<file path="config.mk">
export PLATFORM = sky130hd
export DESIGN_NAME = reduce_gate_sweep_flat
export DESIGN_NICKNAME = d
export VERILOG_FILES = /design/src/rtl/reduce_if.sv /design/src/rtl/reduce_gate_sweep.sv /design/src/flat_wrapper.sv
export SDC_FILE = /design/constraint.sdc
export NUM_CORES = 1
export LEC_CHECK = 0
export CORE_MARGIN = 8
export CORE_UTILIZATION = 49
export CTS_BUF_LIST = sky130_fd_sc_hd__clkbuf_4 sky130_fd_sc_hd__clkbuf_8
export DETAILED_ROUTE_END_ITERATION = 16
export PLACE_DENSITY = 0.85
export SETUP_SLACK_MARGIN = 0.02
export SLEW_MARGIN = 20
export SYNTH_ARGS = -nofsm -noshare
export SYNTH_HDL_FRONTEND = slang
export SYNTH_SLANG_ARGS = --single-unit
export TNS_END_PERCENT = 50
</file>
<file path="constraint.sdc">
create_clock -name clk -period 2.45 [get_ports clk]
set_input_delay 0.6125 -clock clk [delete_from_list [all_inputs] [get_ports clk]]
set_output_delay 0.6125 -clock clk [all_outputs]
set_load 0.1 [all_outputs]
</file>
<file path="src/rtl/reduce_if.sv">
// Handshake bundle for reduce_gate_sweep.
// REDUCE_SIG_EN adds the 16-bit sweep signature.
interface reduce_if #(
  parameter int WIDTH = 4
);
  logic [2:0]       mode;
  logic             in_valid;
  logic [WIDTH-1:0] in_data;
  logic             in_ready;
  logic             out_valid;
  logic             out_y;
  logic             sweep_start;
  logic             sweep_busy;
  logic             sweep_done;
  logic [WIDTH-1:0] sweep_pat;
  logic [WIDTH:0]   ones_cnt;
`ifdef REDUCE_SIG_EN
  logic [15:0]      sig;

  modport master (
    output mode, in_valid, in_data, sweep_start,
    input  in_ready, out_valid, out_y,
    input  sweep_busy, sweep_done, sweep_pat,
    input  ones_cnt, sig
  );

  modport slave (
    input  mode, in_valid, in_data, sweep_start,
    output in_ready, out_valid, out_y,
    output sweep_busy, sweep_done, sweep_pat,
    output ones_cnt, sig
  );
`else
  modport master (
    output mode, in_valid, in_data, sweep_start,
    input  in_ready, out_valid, out_y,
    input  sweep_busy, sweep_done, sweep_pat,
    input  ones_cnt
  );

  modport slave (
    input  mode, in_valid, in_data, sweep_start,
    output in_ready, out_valid, out_y,
    output sweep_busy, sweep_done, sweep_pat,
    output ones_cnt
  );
`endif
endinterface

</file>
<file path="src/rtl/reduce_gate_sweep.sv">
// WIDTH-input reduction gate with registered output and exhaustive sweep.
// REDUCE_SIG_EN enables the 16-bit LFSR signature over sweep results.
module reduce_gate_sweep #(
  parameter int WIDTH    = 4,
  parameter int STEP_CYC = 1
) (
  input logic    clk,
  input logic    rst_n,
  reduce_if.slave bus
);

  typedef enum logic [1:0] {
    IDLE  = 2'd0,
    SWEEP = 2'd1,
    DONE  = 2'd2
  } state_t;

  state_t           state_q;
  state_t           state_d;
  logic [2:0]       mode_q;
  logic [7:0]       step_q;
  logic [WIDTH-1:0] pat_q;
  logic [WIDTH:0]   ones_q;
  logic             out_valid_q;
  logic             out_y_q;

  logic accept;
  logic step_last;
  logic pat_last;
  logic fire;
  logic y_next;

  function automatic logic red_f(
    input logic [2:0]       m,
    input logic [WIDTH-1:0] d
  );
    logic r;
    r = ~&d;
    unique case (1'b1)
      (m == 3'b000):      r = ~&d;
      (m == 3'b001):      r = ~|d;
      (m == 3'b010):      r = &d;
      (m == 3'b011):      r = |d;
      (m == 3'b100):      r = ^d;
      (m == 3'b101):      r = ~^d;
      (m[2:1] == 2'b11):  r = ~&d;
    endcase
    return r;
  endfunction

  assign accept    = bus.in_valid && bus.in_ready;
  assign step_last = (step_q == 8'(STEP_CYC - 1));
  assign pat_last  = (pat_q == {WIDTH{1'b1}});
  assign fire      = (state_q == SWEEP) && step_last;
  assign y_next    = red_f(mode_q, pat_q);

  assign bus.in_ready   = (state_q == IDLE) && !bus.sweep_start;
  assign bus.sweep_busy = (state_q == SWEEP);
  assign bus.sweep_done = (state_q == DONE);
  assign bus.sweep_pat  = pat_q;
  assign bus.ones_cnt   = ones_q;
  assign bus.out_valid  = out_valid_q;
  assign bus.out_y      = out_y_q;

  // State register
  always_ff @(posedge clk) begin
    if (!rst_n) state_q <= IDLE;
    else        state_q <= state_d;
  end

  // Next-state: DONE lasts exactly one cycle
  always_comb begin
    state_d = state_q;
    unique case (state_q)
      IDLE:    if (bus.sweep_start) state_d = SWEEP;
      SWEEP:   if (fire && pat_last) state_d = DONE;
      DONE:    state_d = IDLE;
      default: state_d = IDLE;
    endcase
  end

  // Result register, pattern walk and ones counter
  always_ff @(posedge clk) begin
    if (!rst_n) begin
      out_valid_q <= 1'b0;
      out_y_q     <= 1'b0;
      mode_q      <= 3'd0;
      step_q      <= 8'd0;
      pat_q       <= '0;
      ones_q      <= '0;
    end else begin
      out_valid_q <= 1'b0;
      if (accept) begin
        out_y_q     <= red_f(bus.mode, bus.in_data);
        out_valid_q <= 1'b1;
      end
      if ((state_q == IDLE) && bus.sweep_start) begin
        mode_q <= bus.mode;
        step_q <= 8'd0;
        pat_q  <= '0;
        ones_q <= '0;
      end
      if (state_q == SWEEP) begin
        if (step_last) begin
          step_q      <= 8'd0;
          out_y_q     <= y_next;
          out_valid_q <= 1'b1;
          ones_q      <= ones_q + {{WIDTH{1'b0}}, y_next};
          if (!pat_last) pat_q <= pat_q + 1'b1;
        end else begin
          step_q <= step_q + 8'd1;
        end
      end
    end
  end

`ifdef REDUCE_SIG_EN
  logic [15:0] sig_q;

  assign bus.sig = sig_q;

  // LFSR signature folds in each sweep result
  always_ff @(posedge clk) begin
    if (!rst_n) begin
      sig_q <= 16'd0;
    end else if ((state_q == IDLE) && bus.sweep_start) begin
      sig_q <= 16'd0;
    end else if (fire) begin
      sig_q <= {sig_q[14:0],
                sig_q[15] ^ sig_q[13] ^ sig_q[12] ^
                sig_q[10] ^ y_next};
    end
  end
`endif

endmodule

</file>
<file path="src/flat_wrapper.sv">
// flat-port wrapper written by rule: the top's interface ports become plain ports
module reduce_gate_sweep_flat 
#(
  parameter int WIDTH    = 4,
  parameter int STEP_CYC = 1
)
  (clk, rst_n, bus_mode, bus_in_valid, bus_in_data, bus_sweep_start, bus_in_ready, bus_out_valid, bus_out_y, bus_sweep_busy, bus_sweep_done, bus_sweep_pat, bus_ones_cnt);
  reduce_if #(.WIDTH(WIDTH)) bus_i ();
  input logic clk;
  input logic rst_n;
  input wire logic [$bits(bus_i.mode)-1:0] bus_mode;
  input wire logic [$bits(bus_i.in_valid)-1:0] bus_in_valid;
  input wire logic [$bits(bus_i.in_data)-1:0] bus_in_data;
  input wire logic [$bits(bus_i.sweep_start)-1:0] bus_sweep_start;
  output wire logic [$bits(bus_i.in_ready)-1:0] bus_in_ready;
  output wire logic [$bits(bus_i.out_valid)-1:0] bus_out_valid;
  output wire logic [$bits(bus_i.out_y)-1:0] bus_out_y;
  output wire logic [$bits(bus_i.sweep_busy)-1:0] bus_sweep_busy;
  output wire logic [$bits(bus_i.sweep_done)-1:0] bus_sweep_done;
  output wire logic [$bits(bus_i.sweep_pat)-1:0] bus_sweep_pat;
  output wire logic [$bits(bus_i.ones_cnt)-1:0] bus_ones_cnt;
  assign bus_i.mode = bus_mode;
  assign bus_i.in_valid = bus_in_valid;
  assign bus_i.in_data = bus_in_data;
  assign bus_i.sweep_start = bus_sweep_start;
  assign bus_in_ready = bus_i.in_ready;
  assign bus_out_valid = bus_i.out_valid;
  assign bus_out_y = bus_i.out_y;
  assign bus_sweep_busy = bus_i.sweep_busy;
  assign bus_sweep_done = bus_i.sweep_done;
  assign bus_sweep_pat = bus_i.sweep_pat;
  assign bus_ones_cnt = bus_i.ones_cnt;
  reduce_gate_sweep #(.WIDTH(WIDTH), .STEP_CYC(STEP_CYC)) u_core (.clk(clk), .rst_n(rst_n), .bus(bus_i));
endmodule
</file>
==> summary.txt <==
max_slew headroom: 67.1%
Placement Setup Slack: 158 ps
Port Buffers: 24
Synth area leader: dfxtp_1
status: complete, no violations
Boundary Pins: 25
Max IR drop VDD: 418 uV
Final Max Slew Viols: 0
FF+latch count, synth: 24
crit-path leading delay family: compound AO/OA/AOI/OAI gates
Final GP Congestion: 0.812
PostCTS Resize Cnt: 0
Worst-Skew Late Latency: 320 ps
setup_tns: 0 ps
Synth Net Count: 194
post-synthesis compound-gate area fraction: 16.9%
Initial Util: 50.9%
Mapped Cells: 171
yosys warns: 0
final hold violation count: 0
Placeable Area: 2730 um2
slowest CP cell: dfxtp_4
# fillers: 221
largest cells by area after synthesis: dfxtp_1, ha_1, a21oi_1
height of the die: 69.3 um
share of the synthesized area in the top cell type: 34.5%
Sequential Power Share: 50.5%
cts bufs inserted: 3
Setup Crit Path Kind: register to register
Vias: 1296
Hold/Removal Path Class: register to register
main combinational cell family by area after synthesis: simple AND/OR/NAND/NOR gates
overall routed net length: 3250 um
H-tree depth: 1
Max Fanout on Critical Path: 4
die area: 4800 um2
Primary FF master, synth: dfxtp_1
Critical path buffers and inverters: 1
worst slew pin tran: 491 ps
residual DRC count: 0
share of synthesized registers carrying an async set or reset: 0%
global-route usage over all layers: 13.8%
clock buffer depth: 2
PD cells: 460 nW/um2
Clk pwr share: 22.3%
max cap viols: 0
register area share after synthesis: 34.5%
NetSw: 0.000275 W
Most common cell on crit path: ha_4
post-synthesis simple-gate area fraction: 29.0%
RSZ-0062 raised after global routing: false
worst clock skew: 6.02 ps
Routed Antenna Nets: 0
Internal Pwr Total: 0.000538 W
Setup WS post-layout: 157 ps
largest net degree at the start of global routing: 14
Distinct cells, synth: 37
row count: 19
Final Setup Violations: 0
Mapped Avg Cell Area: 8.14 um2
gr ovfl total: 0
WL/cell: 14.3 um
Comb power frac: 27.2%
number of synthesized flops with an enable pin: 0
final period utilization: 93.6%
router iterations before antenna repair: 4
vias in the first global route: 1311
CP max stage delay: 400 ps
initial antenna violation count: 0
post-synthesis mux area share: 0%
initial DRC count: 45
Setup crit start kind: register
global-route wire length before repair: 5720 um
Final min period: 2290 ps
CP arrival: 2500 ps
xor and xnor area share after synthesis: 3.77%
Post-CTS Hold Fix Bufs: 0
Synth Area in Adders: 10.8%
Sink Count: 24
layout cells sized above 1: 21.8%
setup bufs post-CTS: 0
WP data required: 2660 ps
Syn Std Cell Area: 1390 um2
root buf cell: clkbuf_4
FMAX: 0.436 GHz
crit-path cells: inv_4 -> ha_4 -> xnor2_2 -> a221o_1 -> a32o_1 -> and2_1 -> ha_2 -> ha_4 -> nand4_1 -> or2_2 -> a21oi_1
Leak: 0.710 nW
placed cell count: 224
DPL Wire Length: 2640 um
CTS tree: built
r2r setup slk: 160 ps
Layout Utilization: 64.7%
Crit. End Element: register
Die Width: 69.3 um
Via density: 5.68
fin cells: 228
Inserted Diodes: 0
Sw Share: 33.8%
Reg clk slew, reported paths: 130 ps
NumNets Final: 221
area delta synth->final: 27.0%
[final timing paths]
kind | to | cells after the start | startpoint
worst min register to register | u_core.step_q[0] | 2 | u_core.step_q[0]
worst max-delay path | u_core.bus.ones_cnt[4] | 11 | u_core.bus.sweep_pat[2]
worst min-delay path | u_core.step_q[0] | 2 | u_core.step_q[0]
worst max register to register | u_core.bus.ones_cnt[4] | 11 | u_core.bus.sweep_pat[2]
[logic make-up (layout without fill, tap and decap cells)]
group | Yosys count | count (layout)
flops | 24 | 24
simple gates | 73 | 73
compound gates | 38 | 38
xor+xnor | 6 | 6
buf+inv | 18 | 44
fa+ha+maj | 12 | 12
[registers in the layout (all words and copies together) (netlist names)]
register	count
u_core.step_q	8
u_core.bus.ones_cnt	5
u_core.bus.sweep_pat	4
u_core.mode_q	3
u_core.state_q	2
u_core.bus.out_valid	1
u_core.bus.out_y	1
[power groups by stage]
stage                     Combinational (W)  Sequential [W]  Clock (W)
after floorplan                    0.000107        0.000467          0
after global placement             0.000215        0.000418          0
after detailed placement           0.000222        0.000419          0
after CTS                          0.000222        0.000411   0.000189
after global routing               0.000237        0.000413   0.000199
final                              0.000221        0.000411   0.000181
[cell type report]
type	instances	area, um2	share of cell area [%]
inverters	13	53.8	3.04
well taps	31	38.8	2.19
multi-input cells	129	901	51.0
flip-flops and latches	24	495	28.0
clock buffers	3	22.5	1.27
repair buffers	27	253	14.3
clock inverters	1	3.75	0.212
[synthesized netlist by cell type (2+ instances only)]
library cell	count
dfxtp_1	24
a31oi_1	4
nand3_1	8
and2_1	5
xnor2_1	5
nor2_1	12
and3_1	5
buf_2	2
a21oi_1	14
inv_1	13
clkbuf_1	3
nand2b_1	2
nand2_1	17
nor3_1	3
a21boi_0	2
ha_1	12
or2_2	2
nand4_1	2
nor2b_1	3
or3_1	3
o21ai_0	8
nand3b_1	2
or3b_2	4
o21a_1	3
[stage by stage]
stage          cell area [um2]  total power, W  hold WS (ps)
2_1_floorplan             1470        0.000574           458
3_3_place_gp              1740        0.000633           470
3_5_place_dp              1740        0.000641           483
4_1_cts                   1770        0.000822           503
5_1_grt                   1770        0.000849           524
6_report                  1770        0.000812           499
[tightest hold or removal path: cells and delay by family (launching register included)]
family	cells	cell delay, ps
simple gates	1	60
compound gates	1	50
flops	1	360
[cell usage in the layout (no fill, tap or decap), types with 4 or more instances in the layout]
cell,netlist,routed
dfxtp_1,24,20
nand2_1,17,17
buf_4,0,15
a21oi_1,14,14
nor2_1,12,12
clkdlybuf4s50_1,0,10
inv_1,13,9
nand3_1,8,8
o21ai_0,8,8
ha_1,12,8
and2_1,5,5
and3_1,5,5
a31oi_1,4,4
xnor2_1,5,4
or3b_2,4,4
dfxtp_4,0,4
[per-layer routing]
metal / share of wire [%] / vias to the layer above / track usage (%)
li1: - / 655 / -
met1: 41 / 619 / 14.1
met2: 55 / 17 / 26.1
met3: 2.4 / 5 / 2.72
met4: 1.5 / 0 / 6.38
met5: 0 / - / 0
No activity file was read; power rests on OpenSTA's default activity.
